==> src/rtl/effect_panel_plotter.sv <==
// effect_panel_plotter: draws per-channel status boxes and level bars as a pixel stream.
// Channels are queued through pending bits and served lowest index first, one at a time.
module effect_panel_plotter #(
    parameter int NUM_CH    = 3,
    parameter int LEVEL_W   = 7,
    parameter int X_W       = 8,
    parameter int Y_W       = 7,
    parameter int COLOUR_W  = 12,
    parameter int BOX_X0    = 25,
    parameter int BOX_Y0    = 21,
    parameter int BOX_W     = 17,
    parameter int BOX_H     = 7,
    parameter int CH_PITCH  = 40,
    parameter int BAR_H     = 14,
    parameter int BAR_Y_BOT = 51,
    parameter logic [COLOUR_W-1:0] ON_COL  = 12'h9d5,
    parameter logic [COLOUR_W-1:0] OFF_COL = 12'h000,
    parameter logic [COLOUR_W-1:0] BAR_COL = 12'ha35,
    parameter logic [COLOUR_W-1:0] BAR_BG  = 12'h333
) (
    input  logic                        Clock,
    input  logic                        Resetn,
    input  logic [NUM_CH-1:0]           On,
    input  logic [NUM_CH-1:0]           Go,
    input  logic                        Refresh,
    input  logic [NUM_CH*LEVEL_W-1:0]   Level,
    output logic [X_W-1:0]              x,
    output logic [Y_W-1:0]              y,
    output logic [COLOUR_W-1:0]         colour,
    output logic                        writeEn,
    output logic                        Busy,
    output logic                        Done
);

    localparam int CH_W = (NUM_CH > 1) ? $clog2(NUM_CH) : 1;
    localparam int CX_W = $clog2(BOX_W + 1);
    localparam int CY_W = $clog2(BOX_H + 1);
    localparam int K_W  = $clog2(BAR_H + 1);

    typedef enum logic [1:0] {IDLE, BOX, BAR} state_t;

    state_t                 state;
    logic [NUM_CH-1:0]      pending;
    logic [NUM_CH-1:0]      sel_mask;
    logic [NUM_CH-1:0]      clr_mask;
    logic                   sel_valid;
    logic [CH_W-1:0]        sel;
    logic [LEVEL_W-1:0]     sel_level;
    logic [X_W-1:0]         base_x;
    logic [LEVEL_W-1:0]     level_l;
    logic [CX_W-1:0]        cx;
    logic [CY_W-1:0]        cy;
    logic [K_W-1:0]         k;

    function automatic logic [X_W-1:0] ch_base(input logic [CH_W-1:0] c);
        return X_W'(BOX_X0 + int'(c) * CH_PITCH);
    endfunction

    // k below min(level, BAR_H) reduces to k below level since k never reaches BAR_H
    function automatic logic [COLOUR_W-1:0] bar_colour(input logic [K_W-1:0] kk,
                                                       input logic [LEVEL_W-1:0] lv);
        return (32'(kk) < 32'(lv)) ? BAR_COL : BAR_BG;
    endfunction

    // Lowest-index pending channel and the bit to clear when it is taken
    always_comb begin
        sel_valid = 1'b0;
        sel       = '0;
        sel_mask  = '0;
        for (int unsigned i = 0; i < NUM_CH; i++) begin
            if (pending[i] && !sel_valid) begin
                sel_valid   = 1'b1;
                sel         = CH_W'(i);
                sel_mask[i] = 1'b1;
            end
        end
        sel_level = Level[int'(sel)*LEVEL_W +: LEVEL_W];
        clr_mask  = (state == IDLE) ? sel_mask : '0;
    end

    // Pending requests; a new Go wins over the clear on the same edge
    always_ff @(posedge Clock or negedge Resetn) begin
        if (!Resetn) begin
            pending <= '0;
        end else begin
            pending <= (pending & ~clr_mask) | Go | {NUM_CH{Refresh}};
        end
    end

    // Drawing FSM: box raster, then bar column, then one Done cycle
    always_ff @(posedge Clock or negedge Resetn) begin
        if (!Resetn) begin
            state   <= IDLE;
            x       <= '0;
            y       <= '0;
            colour  <= '0;
            writeEn <= 1'b0;
            Busy    <= 1'b0;
            Done    <= 1'b0;
            base_x  <= '0;
            level_l <= '0;
            cx      <= '0;
            cy      <= '0;
            k       <= '0;
        end else begin
            case (state)
                IDLE: begin
                    Done    <= 1'b0;
                    writeEn <= 1'b0;
                    if (sel_valid) begin
                        state   <= BOX;
                        Busy    <= 1'b1;
                        base_x  <= ch_base(sel);
                        level_l <= sel_level;
                        cx      <= '0;
                        cy      <= '0;
                        x       <= ch_base(sel);
                        y       <= Y_W'(BOX_Y0);
                        colour  <= On[sel] ? ON_COL : OFF_COL;
                        writeEn <= 1'b1;
                    end else begin
                        Busy <= 1'b0;
                    end
                end
                BOX: begin
                    if (cx != CX_W'(BOX_W - 1)) begin
                        cx <= cx + CX_W'(1);
                        x  <= x + X_W'(1);
                    end else if (cy != CY_W'(BOX_H - 1)) begin
                        cx <= '0;
                        cy <= cy + CY_W'(1);
                        x  <= base_x;
                        y  <= y + Y_W'(1);
                    end else begin
                        state  <= BAR;
                        k      <= '0;
                        x      <= base_x + X_W'(BOX_W / 2);
                        y      <= Y_W'(BAR_Y_BOT);
                        colour <= bar_colour('0, level_l);
                    end
                end
                BAR: begin
                    if (k != K_W'(BAR_H - 1)) begin
                        k      <= k + K_W'(1);
                        y      <= y - Y_W'(1);
                        colour <= bar_colour(k + K_W'(1), level_l);
                    end else begin
                        state   <= IDLE;
                        writeEn <= 1'b0;
                        Done    <= 1'b1;
                    end
                end
                default: begin
                    state   <= IDLE;
                    writeEn <= 1'b0;
                    Busy    <= 1'b0;
                    Done    <= 1'b0;
                end
            endcase
        end
    end

endmodule

==> config.mk <==
export PLATFORM = sky130hd
export DESIGN_NAME = effect_panel_plotter
export DESIGN_NICKNAME = d
export VERILOG_FILES = /design/src/rtl/effect_panel_plotter.sv
export SDC_FILE = /design/constraint.sdc
export NUM_CORES = 1
export LEC_CHECK = 0
export CAP_MARGIN = 40
export CELL_PAD_IN_SITES_DETAIL_PLACEMENT = 1
export CELL_PAD_IN_SITES_GLOBAL_PLACEMENT = 1
export CORE_UTILIZATION = 40
export CTS_CLUSTER_SIZE = 10
export DETAILED_ROUTE_END_ITERATION = 8
export PLACE_DENSITY_LB_ADDON = 0.08
export SYNTH_ARGS = -nofsm -noshare
export SYNTH_HDL_FRONTEND = slang
export SYNTH_SLANG_ARGS = --single-unit
==> constraint.sdc <==
create_clock -name Clock -period 2.6 [get_ports Clock]
set_input_delay 0.39 -clock Clock [delete_from_list [all_inputs] [get_ports Clock]]
set_output_delay 0.39 -clock Clock [all_outputs]
set_load 0.005 [all_outputs]
# Yosys cells after proc, flatten, opt, wreduce, memory -nomap -nowiden
# Cells that the tools add are included.
# word_totals
word_cells	112
output_inout_bits	30
inputBits	30
reg_bits	62
# classes
muxes	50
n_reduce_logical	18
bitwise	5
add_sub_neg	8
mul	2
eq_ne	12
n_shift	1
order_cmp	3
# ops
cell	count
$mux 12	7
$pmux 12 s3	1
$mux 7	4
$mux 8	3
$pmux 7 s3	1
$shiftx 21x6->7	1
$pmux 8 s2	1
$reduce_and 4->1	4
$mux 5	3
$mux 3	4
$mux 4	3
$ne 2x2->1 const B	6
$mul 2x3->5 const B	2
$mux 1	10
$mux 2	5
$pmux 5 s2	1
$add 5x8->8 const A	1
$add 8x1->8 const B	1
$add 8x4->8 const B	1
$pmux 4 s2	1
$add 7x1->7 const B	1
$lt 1x7->1 const A	1
$lt 4x7->1	1
$sub 7x1->7 const B	1
27 further kinds	35

# Longest topological paths before layout
# Gate-level depths: netlist of run 1.
# depth
depth_word	12
mapped_depth	9
mapped_depth_nobuf	9

# Worst setup path after synthesis of run 1
# OpenSTA, ideal clock, no wires.
# synth_timing
path_type	register to register
start	reg k[0]
end	reg colour[1]
setup_time_ns	0.125
path_stages_with_launch	9
synth_period_minus_slack_ns	1.929
required_time_ns	2.475
t_arrival_ns	1.805
path_slack_ns	0.671
n_path_buf	0
cell_sequence	dfrtp_1 > ha_1 > nand2b_1 > nand2_1 > ha_1 > or3_1 > o22ai_1 > o21ai_0 > mux2_2
# synth_between
elab_chain_len	5
word_cells_on_any_way	8
classes_between	1 x add/sub; 1 x order compare; 2 x eq/ne; 3 x mux; 1 x reduce/logical
# synth_lines
element	line	source
start: declaration	53	logic [K_W-1:0] k;
start signal: assignment	144	k <= k + K_W'(1);
$add 4x1->4	146	colour <= bar_colour(k + K_W'(1), level_l);
$lt 4x7->1	62	return (32'(kk) < 32'(lv)) ? BAR_COL : BAR_BG;
$mux 12	62	
$mux 12	143	if (k != K_W'(BAR_H - 1)) begin
$pmux 12 s3	106	case (state)
end signal: assignment	119	colour <= On[sel] ? ON_COL : OFF_COL;
end signal: assignment	139	colour <= bar_colour('0, level_l);
end signal: assignment	146	
end: declaration	29	output logic [COLOUR_W-1:0] colour,
# Several ways; a longest one is shown, not always the timed one. The select of a mux whose other input is x is not followed.
# A chain may end at the register's enable or synchronous reset.

# Worst setup path in the final report of run 1
# layout_timing
start	reg state[1]
end	reg cx[4]
# layout_between
elab_chain_len	3
word_cells_on_any_way	7
classes_between	3 x eq/ne; 1 x mux; 3 x reduce/logical
# layout_lines
element	line	source
start: declaration	42	state_t state;
start signal: assignment	93	state <= IDLE;
start signal: assignment	111	state <= BOX;
start signal: assignment	135	state <= BAR;
$eq 2x1->1 / $logic_not 2->1 (equally long branches)	106	
$ne 3x3->1 (no line) (tied with other cells)	n/a	
$reduce_and 3->1 (no line)	n/a	
end signal: assignment	127	cx <= cx + CX_W'(1);
end: declaration	51	logic [CX_W-1:0] cx;
# Several ways; a longest one is shown, not always the timed one.

==> impl_summary.log, run 1 <==
INFO  metric result_of_the_run = finished, final reports clean
INFO  metric vdd_drop_max = 0.201 mV
INFO  metric design.die.area = 0.00867 sq mm
INFO  metric critical_path.max_stage_delay = 0.47 ns
INFO  metric cp_data_arrival_time = 2.41 ns
INFO  metric cts_max_path_buffers = 2
INFO  metric route.vias.total = 3,004
INFO  metric grt_usage = 22.3%
INFO  metric layout.filler_cells = 915
INFO  metric finalClockSkew = 0.0189 ns
INFO  metric post-route-cell-area = 0.00413 sq mm
INFO  metric port-buffer-count = 57
INFO  metric setup_viol = 0
INFO  metric rows = 32
INFO  metric inserted_clock_buffers = 5
INFO  metric drt_first_iter_violations = 106
INFO  metric rsz0062_at_grt = false
INFO  metric drtPass1Iterations = 4
INFO  metric min_path_type = in -> async
INFO  metric max_freq = 468 MHz
INFO  metric cp-end-kind = flop
INFO  metric drive_gt1_share = 8.26%
INFO  metric dp.final_hpwl = 6820 um
INFO  metric dieWidth = 93.1 um
INFO  metric grt_remaining_overflow = 0
INFO  metric antenna_violations_before_repair = 0
INFO  metric timing.max_slew.rel_slack = 59.6%
INFO  metric final.period_utilization = 82.1%
INFO  metric post-layout-total-power = 1.54 mW
INFO  metric static-leakage-power = 1.84 nW
INFO  metric design.core.area = 0.00789 sq mm
INFO  metric layout.nets = 482
INFO  metric cp_slowest_cell = or4_1
INFO  metric cts_tree = done
INFO  metric r2r-end = cx[4]
INFO  metric crit_fanout = 11
INFO  metric timing.reg2reg.setup_slack = 0.47 ns
INFO  metric ys_ff_latch = 54
INFO  metric drt-vias-per-instance = 5.58
INFO  metric startpoint_type = flop
INFO  metric synthesis_to_finish_area_growth = 24.5%
INFO  metric most_common_cell_after_layout_fill_and_taps_aside = clkdlybuf4s50_1
INFO  metric gpl.final_weighted_congestion = 0.826
INFO  metric post_cts_buffers = 0
INFO  metric path_cells = inv_1 > ha_1 > nor2_1 > nor2_4 > o31ai_1 > or4_1 > nand3_1
INFO  metric critical_path_required = 2.87 ns
INFO  metric reg2reg_depth = 7
INFO  metric post_cts.resized_instances = 0
INFO  metric cellPowerDensity = 373 mW/mm^2
INFO  metric finalHoldWorstSlack = 0.0561 ns
INFO  metric per_instance_average_area_after_synthesis = 8.78 sq um
INFO  metric wl_per_cell = 16.5 um
INFO  metric htreeDepth = 2
INFO  metric synthesis.instances = 378
INFO  metric cap_violations = 0
INFO  metric final-hold-violation-count = 0
INFO  metric mostFrequentLayoutCells = clkdlybuf4s50_1, dfrtp_1, nand2_1, o21ai_0, nor2_1
INFO  metric synth_enable_flop_cells = 0
INFO  metric die_h = 93.1 um
INFO  metric grt_pass1_vias = 2,994
INFO  metric drt_wl_total = 8870 um
INFO  metric timing_worst_slew_pin_value = 0.607 ns
INFO  metric period_needed = 2.13 ns
INFO  metric syn-cell-area = 0.00332 sq mm
INFO  metric ant_nets = 0
INFO  metric antenna-diode-count = 0
INFO  metric initial_core_util = 42.1%
INFO  metric timing.setup.tns = 0 ns
INFO  metric post-route-drc-count = 0
INFO  metric ios = 60
INFO  metric warning_count_from_the_yosys_run = 0
INFO  metric async_flop_share = 100%
INFO  metric postCtsHoldBufs = 0
INFO  metric ys_seq_area_share = 40.7%
INFO  metric postSynth.topFlopCell = dfrtp_1
INFO  metric numClockSinks = 54
INFO  metric grt_first_pass_wirelength = 15,300 um
INFO  metric placement.cell_area = 0.00402 sq mm
INFO  metric layout.core_utilization = 52.4%
INFO  metric crit-reg2reg-launch = state[1]
INFO  metric later_pin_clock_latency_in_the_skew_report = 0.32 ns
INFO  metric clkTransAtPathRegs = 0.11 ns
INFO  metric synth_cell_types = 58
INFO  metric grt_start_max_net_pins = 31
INFO  metric setup.worst_path.class = reg -> reg
INFO  metric clockRootBuffer = clkbuf_8
INFO  metric final-max-slew-violation-count = 0
==> layout make-up <==
class	instances	area (sq um)	area share [%]
multi-input cells	281	1770	42.8
clock inverters	3	43.8	1.06
well taps	102	128	3.09
repair buffers	73	698	16.9
flip-flops and latches	54	1350	32.7
clock buffers	5	68.8	1.67
inverters	20	75.1	1.82
==> critical path, delay by kind of cell, from the launching register on <==
kind	cells	cell delay, ns
and+or+nand+nor	4	1.00
adders and majority gates	1	0.42
DFF	1	0.43
AOI/OAI and AO/OA	1	0.14
buffers and inverters	1	0.10
==> worst max-delay path by stage <==
stage | start | endpoint | slack, ns | cells after the start
6_report | state[1] | cx[4] | 0.47 | 7
3_5_place_dp | state[1] | cx[4] | 0.46 | 7
3_3_place_gp | cx[0] | colour[7] | 0.52 | 6
4_1_cts | cx[0] | colour[7] | 0.44 | 6
2_1_floorplan | k[0] | colour[1] | 0.67 | 8
5_1_grt | state[0] | k[2] | 0.26 | 5
==> flip-flops by register name, indices dropped and copies added, names as in the netlist <==
| signal | cells |
|---|---|
| pending | 3 |
| Busy | 1 |
| base_x | 6 |
| cx | 5 |
| x | 8 |
| colour | 6 |
| cy | 3 |
| Done | 1 |
| state | 2 |
| y | 7 |
| k | 4 |
| level_l | 7 |
| writeEn | 1 |
==> cells by family after synthesis <==
| group | after synthesis | share of synthesized area, % |
|---|---|---|
| AND/OR/NAND/NOR | 135 | 20.9 |
| AO/OA/AOI/OAI | 112 | 21.5 |
| flip-flops | 54 | 40.7 |
| buffers and inverters | 44 | 6.14 |
| adder cells (fa/ha/maj) | 17 | 6.41 |
| XOR/XNOR | 10 | 2.64 |
| multiplexers | 5 | 1.62 |
| other | 1 | 0.113 |
==> metal layers <==
metal  GRT usage, %  share of wire, %  routed length, um  vias up
li1               -                 -                  -     1463
met1           30.9                49               4350     1484
met2           37.1                47               4200       49
met3           3.17               2.7                238        8
met4           4.62              0.88                 78        0
met5              0                 0                  0        -
==> cells in the mapped netlist, types with 5 or more instances <==
cell type	n	share of area, %
dfrtp_1	54	41
ha_1	17	6.4
buf_4	6	1.4
xnor2_1	6	1.6
a22oi_1	7	1.6
nand2_1	51	5.8
nand3_1	15	2.3
nand4_1	9	1.7
o21ai_0	43	6.5
a22o_1	5	1.3
and3_1	5	0.94
inv_1	20	2.3
clkbuf_1	15	1.7
nor2_1	23	2.6
nand2b_1	6	1.1
a21oi_1	22	3.3
nor3_1	5	0.75
==> where the power goes <==
group,switching (mW),internal [mW]
logic,0.0368,0.0599
clock network,0.300,0.289
registers,0.00577,0.848
==> through the flow <==
stage | std cells | setup slack (ns)
3_3_place_gp | 530 | 0.516
6_report | 538 | 0.465
5_1_grt | 538 | 0.256
2_1_floorplan | 379 | 0.671
3_5_place_dp | 530 | 0.458
4_1_cts | 538 | 0.443
No activity file was read; power rests on OpenSTA's default activity.
==> inputs of run 2 (changes only) <==
- CORE_UTILIZATION: 40 -> 36
- clock period: 2.6 -> 1.7 ns (I/O delays scaled with it)
==> impl_summary.log, run 2 (same netlist as run 1, synthesis figures left out) <==
INFO  metric result_of_the_run = finished with violations
INFO  metric failing_checks = DRC, setup timing
INFO  metric design.die.area = 0.00961 sq mm (+11%)
INFO  metric setup_viol = 29 (+29)
INFO  metric most_common_cell_after_layout_fill_and_taps_aside = buf_4
INFO  metric post-route-drc-count = 3 (+3)
INFO  metric max_freq = 497 MHz (+6.1%)
INFO  metric post-route-cell-area = 0.00522 sq mm (+26%)
INFO  metric drive_gt1_share = 34.6% (+26 points)
INFO  metric mostFrequentLayoutCells = buf_4, clkdlybuf4s50_1, dfrtp_1, nand2_1
INFO  metric timing.max_slew.rel_slack = 64.5% (+5.0 points)
INFO  metric cp-end-kind = flop
INFO  metric final-max-slew-violation-count = 0 (unchanged)
INFO  metric fin_cells = 616 (+14%)
INFO  metric static-leakage-power = 2.31 nW (+26%)
INFO  metric clkTransAtPathRegs = 0.11 ns (about the same)
INFO  metric place_worst_setup_slack = -0.297 ns (-0.755 ns)
INFO  metric rows = 34 (+6.3%)
INFO  metric ios = 60 (unchanged)
INFO  metric grt_first_pass_wirelength = 17,400 um (+14%)
INFO  metric ant_nets = 0 (unchanged)
INFO  metric maxUsedRoutingLayer = met4
INFO  metric design.core.area = 0.00881 sq mm (+12%)
INFO  metric rsz0062_at_grt = true
INFO  metric synthesis_to_finish_area_growth = 57.3%
INFO  metric place_inst = 582 (+9.8%)
INFO  metric largest_register_ff_count = 8 (unchanged)
INFO  metric cp_data_arrival_time = 2.22 ns (-0.19 ns)
INFO  metric clockRootBuffer = clkbuf_8
INFO  metric route.met2.wl = 5850 um (+39%)
INFO  metric later_pin_clock_latency_in_the_skew_report = 0.32 ns (about the same)
INFO  metric min_path_type = in -> async
INFO  metric timing_worst_slew_pin_value = 0.528 ns (-0.0787 ns)
INFO  metric final-hold-violation-count = 0 (unchanged)
INFO  metric grt_start_max_net_pins = 55 (+77%)
INFO  metric grt_usage = 22.9% (+0.54 points)
INFO  metric drtPass1Iterations = 6 (+2)
INFO  metric cellPowerDensity = 492 mW/mm^2 (+32%)
INFO  metric timing.setup.tns = -3.37 ns (-3.37 ns)
INFO  metric numClockSinks = 54 (unchanged)
INFO  metric drt-vias-per-instance = 5.49 (-1.6%)
INFO  metric initial_core_util = 37.7% (-4.4 points)
INFO  metric startpoint_type = flop
INFO  metric antenna_violations_before_repair = 0 (unchanged)
INFO  metric cts_max_path_buffers = 2 (unchanged)
INFO  metric placement.cell_area = 0.00439 sq mm (+9.3%)
INFO  metric gpl.final_weighted_congestion = 0.831 (+0.57%)
INFO  metric biggestRegsByFlops = x (8), level_l (7), y (7)
INFO  metric vdd_drop_max = 0.358 mV (+78%)
INFO  metric smallest_setup_slack_after_layout = -0.312 ns (-0.777 ns)
INFO  metric m1WireLength = 5070 um (+17%)
INFO  metric final.period_utilization = 118% (+36 points)
INFO  metric finalClockSkew = 0.0151 ns (-0.00376 ns)
INFO  metric die_h = 98.0 um (+5.3%)
INFO  metric antenna-diode-count = 0 (unchanged)
INFO  metric wl_per_cell = 18.8 um (+14%)
INFO  metric dp.final_hpwl = 7260 um (+6.5%)
INFO  metric layout.nets = 554 (+15%)
INFO  metric cts_tree = done
INFO  metric cap_violations = 0 (unchanged)
INFO  metric setup.worst_path.class = reg -> reg
INFO  metric htreeDepth = 2 (unchanged)
INFO  metric drt_wl_total = 11,600 um (+30%)
INFO  metric inserted_clock_buffers = 5 (unchanged)
INFO  metric drt_first_iter_violations = 85 (-20%)
INFO  metric dieWidth = 98.0 um (+5.3%)
INFO  metric post-layout-total-power = 2.57 mW (+67%)
INFO  metric port-buffer-count = 57 (unchanged)
INFO  metric met3_length = 405 um (+70%)
INFO  metric route.vias.total = 3,384 (+13%)
INFO  metric period_needed = 2.01 ns (-0.123 ns)
INFO  metric largest-register = x
INFO  metric grt_pass1_vias = 3,582 (+20%)
INFO  metric crit_fanout = 4 (-7)
INFO  metric critical_path_required = 1.91 ns (-0.96 ns)
INFO  metric grt_remaining_overflow = 0 (unchanged)
==> run 2: changes by cell type in the layout (fill, tap and decap cells not counted), moves of 5 or more <==
| cell | change |
|---|---|
| buf_4 | +52 |
| buf_6 | +17 |
| ha_1 | -10 |
| ha_4 | +8 |
| inv_1 | -7 |
| inv_2 | +6 |
| nand2_1 | -8 |
| nand2_2 | +5 |
| nand3_1 | -5 |
| nand3_2 | +5 |
| o21ai_0 | -25 |
| o21ai_1 | +11 |
| o21ai_2 | +13 |
==> run 2: what timing repair did <==
action                                 4_1_cts  5_1_grt
endpoints found under the hold margin       54        0
setup endpoints to repair                   32       42
gates resized for setup                     69       65
pin swaps                                   26       25
hold buffers                                 1        0
gates cloned                                 0        1
setup buffers                               13       15
==> run 2: worst max-delay path: stages, from the launching register on <==
cell and delay, ns:
dfrtp_2 0.47, ha_4 0.18, nand2b_4 0.13, nand2_2 0.08, ha_4 0.17, or3_4 0.34
o22ai_4 0.17, o21ai_2 0.09, mux2_4 0.27
==> run 2: worst paths after layout <==
kind                            start         end  slack [ns]  cells past startpoint
max                              k[0]   colour[1]       -0.31                      8
min                            Resetn       cx[2]        0.44                      3
max reg2reg                      k[0]   colour[1]       -0.31                      8
min reg2reg                level_l[4]  level_l[4]        0.49                      2
max in group asynchronous      Resetn        k[0]        0.98                      3
min in group Clock         level_l[4]  level_l[4]        0.49                      2
==> run 2: per-stage QoR <==
step	util, %	hold slack (ns)
finish	59.3	0.441
global route	59.3	0.488
CTS	55.3	0.474
detailed placement	49.9	0.282
global placement	49.9	0.282
floorplan	-	-0.0406
==> run 2: per-layer routing <==
layer	global-route usage (%)	up-vias
li1	-	1605
met1	27.6	1685
met2	42.4	75
met3	3.22	19
met4	5.71	0
met5	0	-
==> run 2: layout make-up <==
class / count / area (sq um)
multi-input cells: 281 / 2190
inverters: 20 / 78.8
well taps: 108 / 135
fillers: 994 / 3580
clock inverters: 2 / 60.1
repair buffers: 145 / 1320
flip-flops and latches: 54 / 1360
clock buffers: 6 / 82.6
==> run 2: power breakdown <==
| group | internal (mW) | total, mW | switching (mW) | leakage (nW) |
|---|---|---|---|---|
| clock | 0.629 | 1.10 | 0.468 | 0.0714 |
| sequential | 1.30 | 1.31 | 0.00989 | 0.617 |
| combinational | 0.100 | 0.163 | 0.0630 | 1.62 |
| total | 2.03 | 2.57 | 0.541 | 2.31 |
==> inputs of run 3 (changes only) <==
- HOLD_SLACK_MARGIN: unset -> 0.1
- REMOVE_ABC_BUFFERS: unset -> 1
==> impl_summary.log, run 3 (same netlist as run 1, synthesis figures left out) <==
INFO  metric result_of_the_run = finished with violations
INFO  metric failing_checks = DRC, setup timing
INFO  metric smallest_setup_slack_after_layout = -0.377 ns (-0.0656 ns)
INFO  metric setup.worst_path.class = reg -> reg
INFO  metric grt_remaining_overflow = 0 (unchanged)
INFO  metric cp-end-kind = flop
INFO  metric largest-register = x
INFO  metric dieWidth = 98.0 um (unchanged)
INFO  metric grt_start_max_net_pins = 55 (unchanged)
INFO  metric rsz0062_at_grt = true
INFO  metric synthesis_to_finish_area_growth = 52.6%
INFO  metric grt_first_pass_wirelength = 17,200 um (-1.3%)
INFO  metric antenna-diode-count = 0 (unchanged)
INFO  metric inserted_clock_buffers = 5 (unchanged)
INFO  metric finalHoldWorstSlack = 0.440 ns (-0.00112 ns)
INFO  metric critical_path.max_stage_delay = 0.46 ns (about the same)
INFO  metric final.period_utilization = 122% (+3.9 points)
INFO  metric post-layout-total-power = 2.21 mW (-14%)
INFO  metric worst_setup_path_startpoint = k[0]
INFO  metric cp_slowest_cell = dfrtp_2
INFO  metric finalClockSkew = 0.0124 ns (-0.00273 ns)
INFO  metric place_worst_setup_slack = -0.413 ns (-0.115 ns)
INFO  metric drive_gt1_share = 31.8% (-2.9 points)
INFO  metric crit_fanout = 4 (unchanged)
INFO  metric cap_violations = 0 (unchanged)
INFO  metric biggestRegsByFlops = x (8), level_l (7), y (7)
INFO  metric ant_nets = 0 (unchanged)
INFO  metric grt_pass1_vias = 3,419 (-4.6%)
INFO  metric gpl.final_weighted_congestion = 0.792 (-4.7%)
INFO  metric htreeDepth = 2 (unchanged)
INFO  metric timing.max_slew.rel_slack = 60.4% (-4.1 points)
INFO  metric largest_register_ff_count = 8 (unchanged)
INFO  metric cellPowerDensity = 435 mW/mm^2 (-11%)
INFO  metric setup_viol = 27 (-6.9%)
INFO  metric port-buffer-count = 57 (unchanged)
INFO  metric dp.final_hpwl = 7420 um (+2.2%)
INFO  metric numClockSinks = 54 (unchanged)
INFO  metric cts_max_path_buffers = 2 (unchanged)
INFO  metric sequential_cell_area = 0.00135 sq mm (about the same)
INFO  metric design.core.area = 0.00881 sq mm (unchanged)
INFO  metric layout.filler_cells = 1,019 (+2.5%)
INFO  metric path_cells = buf_6 > nand3_4 > xnor2_2 > ha_2 > or3_4 > o22ai_4 > o21ai_2 > mux2_4
INFO  metric final-hold-violation-count = 0 (unchanged)
INFO  metric route.vias.total = 3,337 (-1.4%)
INFO  metric crit-reg2reg-launch = k[0]
INFO  metric reg2reg_depth = 8 (unchanged)
INFO  metric max_freq = 481 MHz (-3.2%)
INFO  metric later_pin_clock_latency_in_the_skew_report = 0.32 ns (about the same)
INFO  metric ios = 60 (unchanged)
INFO  metric final-max-slew-violation-count = 0 (unchanged)
INFO  metric min_path_type = in -> async
INFO  metric static-leakage-power = 2.29 nW (-1.1%)
INFO  metric antenna_violations_before_repair = 0 (unchanged)
INFO  metric cts_tree = done
INFO  metric clockRootBuffer = clkbuf_8
INFO  metric startpoint_type = flop
INFO  metric grt_usage = 22.3% (-0.53 points)
INFO  metric period_needed = 2.08 ns (+0.0656 ns)
INFO  metric design.die.area = 0.00961 sq mm (unchanged)
INFO  metric drt-vias-per-instance = 5.43 (-1.2%)
INFO  metric timing.setup.tns = -3.13 ns (+0.244 ns)
INFO  metric post-route-drc-count = 3 (unchanged)
INFO  metric vdd_drop_max = 0.281 mV (-22%)
INFO  metric timing_worst_slew_pin_value = 0.589 ns (+0.0616 ns)
INFO  metric drt_wl_total = 11,200 um (-3.3%)
INFO  metric layout.core_utilization = 57.5% (-1.8 points)
INFO  metric cp_data_arrival_time = 2.28 ns (+0.06 ns)
INFO  metric die_h = 98.0 um (unchanged)
INFO  metric clkTransAtPathRegs = 0.11 ns (about the same)
INFO  metric mostFrequentLayoutCells = buf_4, clkdlybuf4s50_1, dfrtp_1, nand2_1, o21ai_0
INFO  metric initial_core_util = 37.7% (unchanged)
INFO  metric layout.nets = 554 (unchanged)
INFO  metric rows = 34 (unchanged)
INFO  metric drt_first_iter_violations = 61 (-28%)
INFO  metric timing.reg2reg.setup_slack = -0.38 ns (-0.07 ns)
INFO  metric r2r-end = colour[1]
INFO  metric most_common_cell_after_layout_fill_and_taps_aside = buf_4
INFO  metric multiInputGateArea = 0.00211 sq mm (-3.4%)
INFO  metric drtPass1Iterations = 6 (unchanged)
INFO  metric wl_per_cell = 18.2 um (-3.1%)
INFO  metric critical_path_required = 1.91 ns (about the same)
[run 3: cell count changes in the layout (fill, tap and decap cells not counted), sizes merged]
| cell | delta |
|---|---|
| inv | +1 |
| bufinv | -2 |
[run 3: routing by layer]
metal	up-vias	GRT usage, %	wire [um]
li1	1601	-	-
met1	1658	29.6	5240
met2	63	38.5	5450
met3	15	3.36	303
met4	0	4.66	188
met5	-	0	0
[run 3: worst max-delay path: cells and delay by family (launching register included)]
| kind | cells | cell delay [ns] |
|---|---|---|
| flip-flops | 1 | 0.46 |
| AO/OA/AOI/OAI | 2 | 0.29 |
| adder cells (fa/ha/maj) | 1 | 0.20 |
| XOR/XNOR | 1 | 0.15 |
| buffers and inverters | 1 | 0.14 |
| multiplexers | 1 | 0.27 |
| AND/OR/NAND/NOR | 2 | 0.46 |
[run 3: cell type report]
class | count | share of cell area, %
Clock buffer | 6 | 1.43
Tap cell | 108 | 2.67
Timing Repair Buffer | 145 | 25.8
Sequential cell | 54 | 26.7
Multi-Input combinational cell | 281 | 41.7
Clock inverter | 1 | 0.148
Inverter | 20 | 1.48
[run 3: power by group]
part           total [mW]  internal [mW]  switching, mW
registers            1.31           1.30         0.0105
logic               0.162         0.0999         0.0623
clock network       0.737          0.285          0.452
total                2.21           1.68          0.525
[run 3: metrics by stage]
| stage | instance area (sq um) | cells |
|---|---|---|
| floorplan | 3190 | 355 |
| global placement | 4400 | 585 |
| detailed placement | 4400 | 585 |
| CTS | 4700 | 600 |
| global route | 5070 | 615 |
| finish | 5070 | 615 |
[run 3: worst max-delay path by stage]
stage | to | slack [ns] | depth (start not counted)
after floorplan | colour[1] | -0.66 | 6
after global placement | colour[1] | -0.30 | 8
after detailed placement | colour[1] | -0.41 | 8
after CTS | colour[1] | -0.33 | 8
after global routing | colour[1] | -0.41 | 8
final | colour[1] | -0.38 | 8
[run 3: repair_timing]
action | in CTS | in global routing
gates resized for setup | 55 | 58
hold buffers | 1 | 0
endpoints found under the setup margin | 32 | 44
gates cloned | 0 | 3
setup buffers | 8 | 13
pin swaps | 18 | 22
hold endpoints to repair | 54 | 0
